<file path="config.mk">
export PLATFORM = sky130hd
export DESIGN_NAME = mem_bus_bridge
export DESIGN_NICKNAME = d
export VERILOG_FILES = /design/src/rtl/mem_bus_bridge.sv
export SDC_FILE = /design/constraint.sdc
export NUM_CORES = 1
export LEC_CHECK = 0
export BUFFER_PORTS_ARGS = -buffer_cell sky130_fd_sc_hd__buf_4
export CAP_MARGIN = 15
export CORE_ASPECT_RATIO = 1.5
export CORE_MARGIN = 2
export CORE_UTILIZATION = 25
export DETAILED_ROUTE_END_ITERATION = 8
export PLACE_DENSITY = 0.5
export SLEW_MARGIN = 20
export SYNTH_ARGS = -nofsm -noshare
export SYNTH_HDL_FRONTEND = slang
export SYNTH_SLANG_ARGS = --single-unit
export TNS_END_PERCENT = 20
</file>
<file path="constraint.sdc">
create_clock -name clk -period 2.4 [get_ports clk]
set_input_delay 0.12 -clock clk [delete_from_list [all_inputs] [get_ports clk]]
set_output_delay 0.12 -clock clk [all_outputs]
set_load 0.03 [all_outputs]
</file>
<file path="src/rtl/mem_bus_bridge.sv">
// Load/store bridge: req/ack handshake to a synchronous word RAM with programmable
// wait states, plus a 16-byte MMIO window (LED, free-running cycle counter, WS CSR).
module mem_bus_bridge #(
  parameter int                    DATA_WIDTH  = 32,
  parameter int                    ADDR_WIDTH  = 32,
  parameter int                    MEM_SIZE    = 4096,
  parameter logic [ADDR_WIDTH-1:0] MMIO_BASE   = 'h8000_0000,
  parameter int                    WAIT_STATES = 1
) (
  input  logic                  clk,
  input  logic                  rst,
  input  logic                  rd_en_i,
  input  logic                  wr_en_i,
  input  logic [ADDR_WIDTH-1:0] addr_i,
  input  logic [DATA_WIDTH-1:0] data_i,
  output logic [DATA_WIDTH-1:0] data_o,
  output logic                  ack_o,
  output logic                  mem_rd_en_o,
  output logic                  mem_wr_en_o,
  output logic [ADDR_WIDTH-1:0] mem_addr_o,
  output logic [DATA_WIDTH-1:0] mem_data_o,
  input  logic [DATA_WIDTH-1:0] mem_data_i,
  output logic [7:0]            leds_o,
  output logic                  bus_err_o
);

  typedef enum logic [2:0] {
    S_IDLE,
    S_ACCESS,
    S_LATCH,
    S_WAIT,
    S_RESP
  } state_t;

  state_t                  r_state, w_next;
  logic [ADDR_WIDTH-1:0]   r_addr;
  logic [DATA_WIDTH-1:0]   r_wdata;
  logic                    r_is_wr;
  logic [3:0]              r_cnt;
  logic [DATA_WIDTH-1:0]   r_rdata;
  logic [7:0]              r_leds;
  logic [31:0]             r_cycle;
  logic [3:0]              r_ws;
  logic                    r_bus_err;

  logic                    w_is_ram;
  logic                    w_is_mmio;
  logic [ADDR_WIDTH-1:0]   w_off;
  logic [DATA_WIDTH-1:0]   w_mmio_rd;

  // Decode always works on the latched address; RAM wins if the windows overlap.
  assign w_off     = r_addr - MMIO_BASE;
  assign w_is_ram  = r_addr < ADDR_WIDTH'(MEM_SIZE);
  assign w_is_mmio = !w_is_ram && (w_off < ADDR_WIDTH'(16));

  always_comb begin
    w_mmio_rd = '0;
    case (w_off[3:2])
      2'd0:    w_mmio_rd = DATA_WIDTH'(r_leds);
      2'd1:    w_mmio_rd = DATA_WIDTH'(r_cycle);
      2'd2:    w_mmio_rd = DATA_WIDTH'(r_ws);
      default: w_mmio_rd = '0;
    endcase
  end

  // State register
  always_ff @(posedge clk) begin
    if (rst) r_state <= S_IDLE;
    else     r_state <= w_next;
  end

  // Next-state logic
  always_comb begin
    w_next = r_state;
    case (r_state)
      S_IDLE:   if (rd_en_i || wr_en_i) w_next = S_ACCESS;
      S_ACCESS: w_next = S_LATCH;
      S_LATCH:  w_next = (r_cnt == 4'd0) ? S_RESP : S_WAIT;
      S_WAIT:   if (r_cnt == 4'd1) w_next = S_RESP;
      S_RESP:   w_next = S_IDLE;
      default:  w_next = S_IDLE;
    endcase
  end

  // Outputs decoded from state only, so a reset cycle clears ack and strobes at once.
  always_comb begin
    ack_o       = 1'b0;
    data_o      = '0;
    mem_rd_en_o = 1'b0;
    mem_wr_en_o = 1'b0;
    case (r_state)
      S_ACCESS: begin
        mem_rd_en_o = w_is_ram && !r_is_wr;
        mem_wr_en_o = w_is_ram &&  r_is_wr;
      end
      S_RESP: begin
        ack_o  = 1'b1;
        data_o = r_rdata;
      end
      default: ;
    endcase
  end

  assign mem_addr_o = r_addr;
  assign mem_data_o = r_wdata;
  assign leds_o     = r_leds;
  assign bus_err_o  = r_bus_err;

  always_ff @(posedge clk) begin
    if (rst) begin
      r_addr    <= '0;
      r_wdata   <= '0;
      r_is_wr   <= 1'b0;
      r_cnt     <= 4'd0;
      r_rdata   <= '0;
      r_leds    <= 8'd0;
      r_cycle   <= 32'd0;
      r_ws      <= 4'(WAIT_STATES);
      r_bus_err <= 1'b0;
    end else begin
      r_cycle <= r_cycle + 32'd1;
      case (r_state)
        S_IDLE: begin
          if (rd_en_i || wr_en_i) begin
            r_addr  <= addr_i;
            r_wdata <= data_i;
            r_is_wr <= wr_en_i;
          end
        end
        S_ACCESS: begin
          // Counter takes the pre-write WS, so a CSR write only affects later transactions.
          r_cnt <= r_ws;
          if (!w_is_ram && !w_is_mmio) r_bus_err <= 1'b1;
          if (r_is_wr && w_is_mmio) begin
            case (w_off[3:2])
              2'd0:    r_leds <= r_wdata[7:0];
              2'd2:    r_ws   <= r_wdata[3:0];
              default: ;
            endcase
          end
        end
        S_LATCH: begin
          if (!r_is_wr) begin
            if (w_is_ram)       r_rdata <= mem_data_i;
            else if (w_is_mmio) r_rdata <= w_mmio_rd;
            else                r_rdata <= '0;
          end
        end
        S_WAIT:  r_cnt <= r_cnt - 4'd1;
        default: ;
      endcase
    end
  end

endmodule

</file>
==> results of run 1 <==
[report_power, final]
group	total (mW)	internal [mW]	switching [mW]
combinational	2.64	1.02	1.62
clock	2.81	1.70	1.12
sequential	3.00	2.77	0.233
[worst max-delay path, delay by kind of cell (launching register included)]
kind / cells / cell delay [ns]
buf+inv: 2 / 0.31
flops: 1 / 0.32
simple gates: 4 / 1.15
[what timing repair did]
action,in CTS,in global routing
endpoints found under the hold margin,92,1
resized for setup,3,0
buffers inserted,2,0
pin swaps,1,1
hold buffers,92,1
setup endpoints to repair,2,2
[flip-flops by register name (all words and copies together) (netlist names)]
name,cells
mem_data_o,32
r_is_wr,1
r_state,3
r_cycle,32
r_ws,4
r_rdata,32
leds_o,8
bus_err_o,1
r_cnt,4
mem_addr_o,32
[layout make-up]
| class | instances | area, um2 |
|---|---|---|
| Sequential cell | 149 | 2980 |
| Inverter | 9 | 33.8 |
| Timing Repair Buffer | 331 | 2780 |
| Fill cell | 2860 | 17200 |
| Multi-Input combinational cell | 618 | 3750 |
| Tap cell | 346 | 433 |
| Clock buffer | 21 | 460 |
| Clock inverter | 10 | 146 |
[cell usage after synthesis, drive strengths merged, types with 2 or more instances]
cell     number  area share
ha            4      0.0071
o21bai       28       0.030
nand2       142       0.076
nor4          9       0.012
o2bb2ai       2      0.0025
a21oi        89       0.064
a31o          2      0.0025
and2         26       0.023
xor2          7      0.0087
mux2i        18       0.026
nor2b         7      0.0062
nand3        14       0.010
clkbuf       65       0.035
nor4b         2      0.0025
or4          13       0.014
o31ai        13       0.014
o21a          2      0.0021
xnor2         5      0.0062
o211ai        2      0.0021
a31oi        29       0.026
nand2b       21       0.019
nor3b         4      0.0043
dfxtp       149        0.43
mux2          4      0.0064
or3           9      0.0087
nand4        31       0.028
and4          6      0.0075
a41o          2      0.0029
nand4b       40       0.050
o21ai        10      0.0071
and3         37       0.033
nor3          4      0.0029
buf           8      0.0046
nor2         26       0.014
inv           8      0.0043
[kinds of logic (layout without fill, tap and decap cells)]
group	count (synthesis)	count (layout)	share of synthesized area
xor gates and xnor gates	12	12	0.0150
muxes	22	22	0.0321
DFF	149	149	0.425
buffers and inverters	82	371	0.0442
AOI/OAI and AO/OA	184	184	0.158
and+or+nand+nor	396	396	0.318
adders and majority gates	4	4	0.00714
[routing by layer]
layer / vias up / wire, um / track usage
met4: 0 / 342 / 0.0459
met3: 21 / 1250 / 0.0401
met1: 3377 / 9920 / 0.186
met2: 193 / 12700 / 0.309
li1: 3603 / - / -
met5: - / 0 / 0
[worst min path at each step]
| stage | startpoint | to | slack [ns] | cells past startpoint |
|---|---|---|---|---|
| 6_report | mem_data_i[20] | r_rdata[20]$_SDFFE_PP0P_ | 0.02 | 3 |
| 2_1_floorplan | addr_i[3] | mem_addr_o[3]$_SDFFE_PP0P_ | 0.26 | 2 |
| 3_3_place_gp | data_i[24] | mem_data_o[24]$_SDFFE_PP0P_ | 0.37 | 3 |
| 4_1_cts | mem_data_i[20] | r_rdata[20]$_SDFFE_PP0P_ | 0.00001 | 3 |
| 5_1_grt | mem_data_i[20] | r_rdata[20]$_SDFFE_PP0P_ | 0.008 | 3 |
| 3_5_place_dp | mem_data_i[1] | r_rdata[1]$_SDFFE_PP0P_ | 0.37 | 2 |
==> summary.md, run 1 <==
| Metric | Value |
|---|---|
| Maximum VDD drop | 0.520 mV |
| Final Hold Vio Count | 0 |
| Hold Path Class | input port to flip-flop |
| Req. time, crit path | 2.28 ns |
| Setup_tns | 0 ns |
| Commonest non-fill, non-tap cell in the layout | buf_4 |
| Insertion delay to the later sink of the worst-skew pair | 0.43 ns |
| CTS Buf Count | 17 |
| Drt pass-1 iters | 4 |
| Async SR Flop Fraction | 0 |
| WS Path Type | flip-flop to output port |
| HPWL Detailed | 16.8 mm |
| Initial antenna violation count | 0 |
| Top_reg_cell synth | dfxtp_1 |
| Placed cell count | 1358 |
| Clock Root Buffer | clkbuf_16 |
| Layout area overhead | 51.1% |
| Final setup violation count | 0 |
| Power, Total | 8.46 mW |
| Worst Path Arrival | 2.20 ns |
| Clock Skew | 0.00983 ns |
| Row count | 75 |
| Die area | 29400 um2 |
| Routed wire per std cell | 16.3 um |
| Crit path from | mem_addr_o[15]$_SDFFE_PP0P_ |
| Die Ht | 209 um |
| Final Cell Area | 10600 um2 |
| Total grt overflow | 0 |
| Synth warn | 0 |
| CTS H-tree depth | 4 |
| Startpoint Class | flip-flop |
| Outcome | completed |
| CP Capture Type | output port |
| CTS sink count | 149 |
| Largest net degree at the start of global routing | 91 |
| Worst setup endpoint | mem_rd_en_o |
| Number of synthesized flops with an enable pin | 0 |
| Dpl cell area | 9030 um2 |
| Post-Route WL | 24.2 mm |
| RSZ-0062 raised after global routing | false |
| Most frequent CP cell | buf_4 |
| Yosys cell types | 50 |
| Routed via count | 7194 |
| Final Cycle Share | 0.968 |
| IO Count | 208 |
| Hold_ws | 0.0164 ns |
| Cells after Synth | 849 |
| I/O Buffers | 207 |
| Clock buffer depth | 2 |
| DRT iter0 DRCs | 322 |
| Cells along the critical path | or4_4 > or2_4 > nor3_2 > buf_4 > and3b_1 > buf_4 |
| PnR worst setup slack | 0.0762 ns |
| Post-Place Worst Slack | 0.354 ns |
| Peak Freq | 430 MHz |
| Syn_area_per_cell | 8.26 um2 |
| First-pass GRT wire length | 39.0 mm |
| Tmin final | 2.32 ns |
| Vias per std cell | 4.85 |
| RR Endpoint | leds_o[1]$_SDFFE_PP0P_ |
| Worst R2R Setup Slack | 0.47 ns |
| NumNets Final | 1230 |
| Static Leak | 4.36 nW |
| Worst r2r src | mem_addr_o[15]$_SDFFE_PP0P_ |
| Post-Syn Nets | 953 |
| Crit path largest cell delay | 0.56 ns |
| CP max FO | 4 |
| # diodes | 0 |
| Final max-slew violation count | 0 |
| Pwr dens | 798 nW/um2 |
| Post-route DRC violation count | 0 |
| Clock slew seen by the registers of the worst setup and hold paths | 0.07 ns |
| Cell Count, Final, Fillers Out | 1484 |
| Initial core utilization | 0.252 |
| Seq/Total Area, Yosys | 0.425 |
| Max Cap Viol | 0 |
| Number of global-route vias before repair | 7419 |
| Ratio of cells with drive above 1 in the final layout | 0.251 |
| Rel. slew slack | 0.480 |
| Gr usage total | 0.166 |
| Routed Antenna Nets | 0 |
| FF+latch count, synth | 149 |
| Slowest CP cell | or4_4 |
| Most frequent cells in the layout | buf_4 (232), dfxtp_1 (149), nand2_1 (142), dlygate4sd3_1 (93), a21oi_1 (89) |
| Gpl congestion | 0.785 |
| Core ar. | 27800 um2 |
| Mapped cell area | 7010 um2 |
| Util after Layout | 0.381 |
| CTS tree | done |
| Die X | 141 um |
| R2R depth | 5 |
| Worst slew pin tran | 0.778 ns |
Note: power is estimated with default switching activity, not from simulation.
==> inputs of run 2 (changes only) <==
- ABC_AREA: not set -> 1
- CORE_MARGIN: 2 -> not set
- CORE_UTILIZATION: 25 -> 52
- PLACE_DENSITY: 0.5 -> 0.85
==> summary.md, run 2 <==
| Metric | Value |
|---|---|
| WS Path Type | flip-flop to output port |
| Post-Synth Adder-Cell Area | 0.00705 (-0.0000843) |
| Compound-Gate Fraction of Synth Area | 0.154 (-0.00416) |
| Gr usage total | 0.330 (+0.164) |
| RSZ-0062 raised after global routing | false |
| DRT iter0 DRCs | 572 (+78%) |
| I/O Buffers | 207 (unchanged) |
| Static Leak | 4.28 nW (-1.7%) |
| Worst slew pin tran | 0.681 ns (-0.0970 ns) |
| Async SR Flop Fraction | 0 (unchanged) |
| Post-CTS Setup Inserts | 0 (-2) |
| XOR/XNOR share of the synthesized area | 0.00494 (-0.0101) |
| Mapped cell area | 7100 um2 (+1.2%) |
| Outcome | complete, but fails checks |
| Total grt overflow | 0 (unchanged) |
| Final Hold Vio Count | 1 (+1) |
| Cell taking the most area after synthesis | dfxtp_1 |
| Post-Syn Nets | 1185 (+24%) |
| Die Ht | 145 um (-31%) |
| Largest family of logic cells by synthesized area | simple AND/OR/NAND/NOR gates |
| Post-Place Worst Slack | 0.604 ns (+0.250 ns) |
| Clock Skew | 0.0104 ns (+0.000542 ns) |
| PnR worst setup slack | 0.249 ns (+0.173 ns) |
| Initial antenna violation count | 0 (unchanged) |
| Violated checks | hold timing |
| Post-Route WL | 23.8 mm (-1.6%) |
| Cells after Synth | 1081 (+27%) |
| Tmin final | 2.15 ns (-0.173 ns) |
| Drt pass-1 iters | 6 (+2) |
| Syn_area_per_cell | 6.57 um2 (-21%) |
| Hold_ws | -0.0146 ns (-0.0310 ns) |
| Die X | 97.4 um (-31%) |
| CP max FO | 5 (+1) |
| Top_reg_cell synth | dfxtp_1 |
| Hold Path Class | input port to flip-flop |
| Largest net degree at the start of global routing | 77 (-15%) |
| Routed wire per std cell | 16.0 um (-2.3%) |
| Setup_tns | 0 ns (unchanged) |
| Number of global-route vias before repair | 7972 (+7.5%) |
| Startpoint Class | flip-flop |
| Req. time, crit path | 2.28 ns (about the same) |
| Routed Antenna Nets | 0 (unchanged) |
| Yosys cell types | 30 (-40%) |
| # diodes | 0 (unchanged) |
| Row count | 51 (-32%) |
| CTS tree | done |
| Synth Area in Simple Gates | 0.298 (-0.0200) |
| Ratio of cells with drive above 1 in the final layout | 0.206 (-0.0453) |
| Synth top cells by count | nor2_1 (264), inv_1 (157), dfxtp_1 (149) |
| Top cell type's share of synthesized area | 0.420 (-0.00502) |
| HPWL Detailed | 14.8 mm (-12%) |
| CTS H-tree depth | 4 (unchanged) |
| Worst Path Arrival | 2.03 ns (-0.17 ns) |
| IO Count | 208 (unchanged) |
| Cells along the critical path | inv_2 > nand2_1 > nor3_2 > nand3_1 > nor3_1 > buf_4 |
| Die area | 14100 um2 (-52%) |
| Crit path largest cell delay | 0.40 ns (-0.16 ns) |
| Initial core utilization | 0.540 (+0.287) |
| Multiplexer area fraction after synthesis | 0 (-0.0321) |
| Routed via count | 8078 (+12%) |
| Clock slew seen by the registers of the worst setup and hold paths | 0.06 ns (about the same) |
| NumNets Final | 1427 (+16%) |
| Worst path buffer plus inverter count | 2 (unchanged) |
| FF+latch count, synth | 149 (unchanged) |
| Insertion delay to the later sink of the worst-skew pair | 0.43 ns (about the same) |
| First-pass GRT wire length | 37.7 mm (-3.5%) |
| Synth warn | 0 (unchanged) |
| CTS sink count | 149 (unchanged) |
| Layout area overhead | 39.2% |
| Clock buffer depth | 2 (unchanged) |
| CTS Buf Count | 17 (unchanged) |
| Cell with the most instances after synthesis | nor2_1 |
| Commonest non-fill, non-tap cell in the layout | nor2_1 |
| Vias per std cell | 5.41 (+12%) |
| Number of synthesized flops with an enable pin | 0 (unchanged) |
| Gpl congestion | 0.992 (+26%) |
| Maximum VDD drop | 0.997 mV (+92%) |
| Pwr dens | 1050 nW/um2 (+31%) |
| CP Capture Type | output port |
| Final setup violation count | 0 (unchanged) |
| Ranking of synthesized cells by area | dfxtp_1 (42%), nor2_1 (14%), o21ai_0 (9.4%) |
| Final Cycle Share | 0.896 (-0.0722) |
| Rel. slew slack | 0.546 (+0.0654) |
| Seq/Total Area, Yosys | 0.420 (-0.00502) |
| Max Cap Viol | 0 (unchanged) |
| Largest delay contributor family on the critical path | simple AND/OR/NAND/NOR gates |
| Peak Freq | 465 MHz (+8.1%) |
| Final max-slew violation count | 0 (unchanged) |
| Core ar. | 13100 um2 (-53%) |
| Clock Root Buffer | clkbuf_16 |
| Post-route DRC violation count | 0 (unchanged) |
| Power, Total | 10.4 mW (+23%) |
| Slowest CP cell | nor3_2 |
| Most frequent cells in the layout | nor2_1 (264), buf_4 (213), inv_1 (156), dfxtp_1 (149), nand2_1 (148) |
-- run 2: cell count changes after synthesis, sizes merged, moves of 26 or more --
cell,before,now
and2,26,0
nand4b,40,0
o21bai,28,0
and3,37,0
a21oi,89,57
nor2,26,279
clkbuf,65,39
o21ai,10,140
inv,8,163
-- run 2: cell type report --
type / count / area, um2
Multi-Input combinational cell: 720 / 3290
Fill cell: 965 / 3260
Sequential cell: 149 / 2980
Timing Repair Buffer: 272 / 2210
Inverter: 163 / 612
Clock buffer: 18 / 439
Tap cell: 159 / 199
Clock inverter: 13 / 146
-- run 2: through the flow --
step,instance area [um2],util,hold slack [ns],cells
after floorplan,7100,-,0.255,1081
after global placement,8730,0.664,0.339,1406
after detailed placement,8730,0.664,0.348,1406
after CTS,9880,0.752,0.00000897,1494
after global routing,9880,0.752,0.0117,1494
final,9880,0.752,-0.0146,1494
-- run 2: layer usage --
layer  routed length, um  track usage  up-vias
met5                   0            0        -
met4                1480        0.208        0
met3                1940       0.0838      124
met2               12100        0.592      480
met1                8340        0.335     3603
li1                    -            -     3871
-- run 2: kinds of logic after synthesis --
| family | after synthesis |
|---|---|
| flip-flops | 149 |
| XOR/XNOR | 4 |
| AO/OA/AOI/OAI | 212 |
| buffers and inverters | 212 |
| AND/OR/NAND/NOR | 500 |
| adder cells (fa/ha/maj) | 4 |
-- run 2: path summary, 6_finish.rpt --
| kind | from | endpoint | slack [ns] | depth (start not counted) |
|---|---|---|---|---|
| max | mem_addr_o[29]$_SDFFE_PP0P_ | mem_rd_en_o | 0.25 | 6 |
| min | data_i[1] | mem_data_o[1]$_SDFFE_PP0P_ | -0.01 | 3 |
| max reg2reg | r_state[0]$_SDFFE_PP0P_ | leds_o[2]$_SDFFE_PP0P_ | 0.51 | 8 |
| min reg2reg | mem_addr_o[28]$_SDFFE_PP0P_ | mem_addr_o[28]$_SDFFE_PP0P_ | 0.46 | 2 |
-- run 2: timing repair --
action | in CTS | in global routing
hold buffers | 57 | 0
hold endpoints to repair | 57 | 0
setup endpoints to repair | 0 | 0
gates resized for setup | 0 | 0
-- run 2: where the power goes --
group / switching, mW / internal (mW)
combinational: 2.78 / 1.36
sequential: 0.442 / 3.11
clock: 1.11 / 1.57
-- run 2: tightest hold or removal path, cell delays in order --
cell and delay [ns]:
buf_4 0.08, o21ai_0 0.07, a21oi_1 0.10
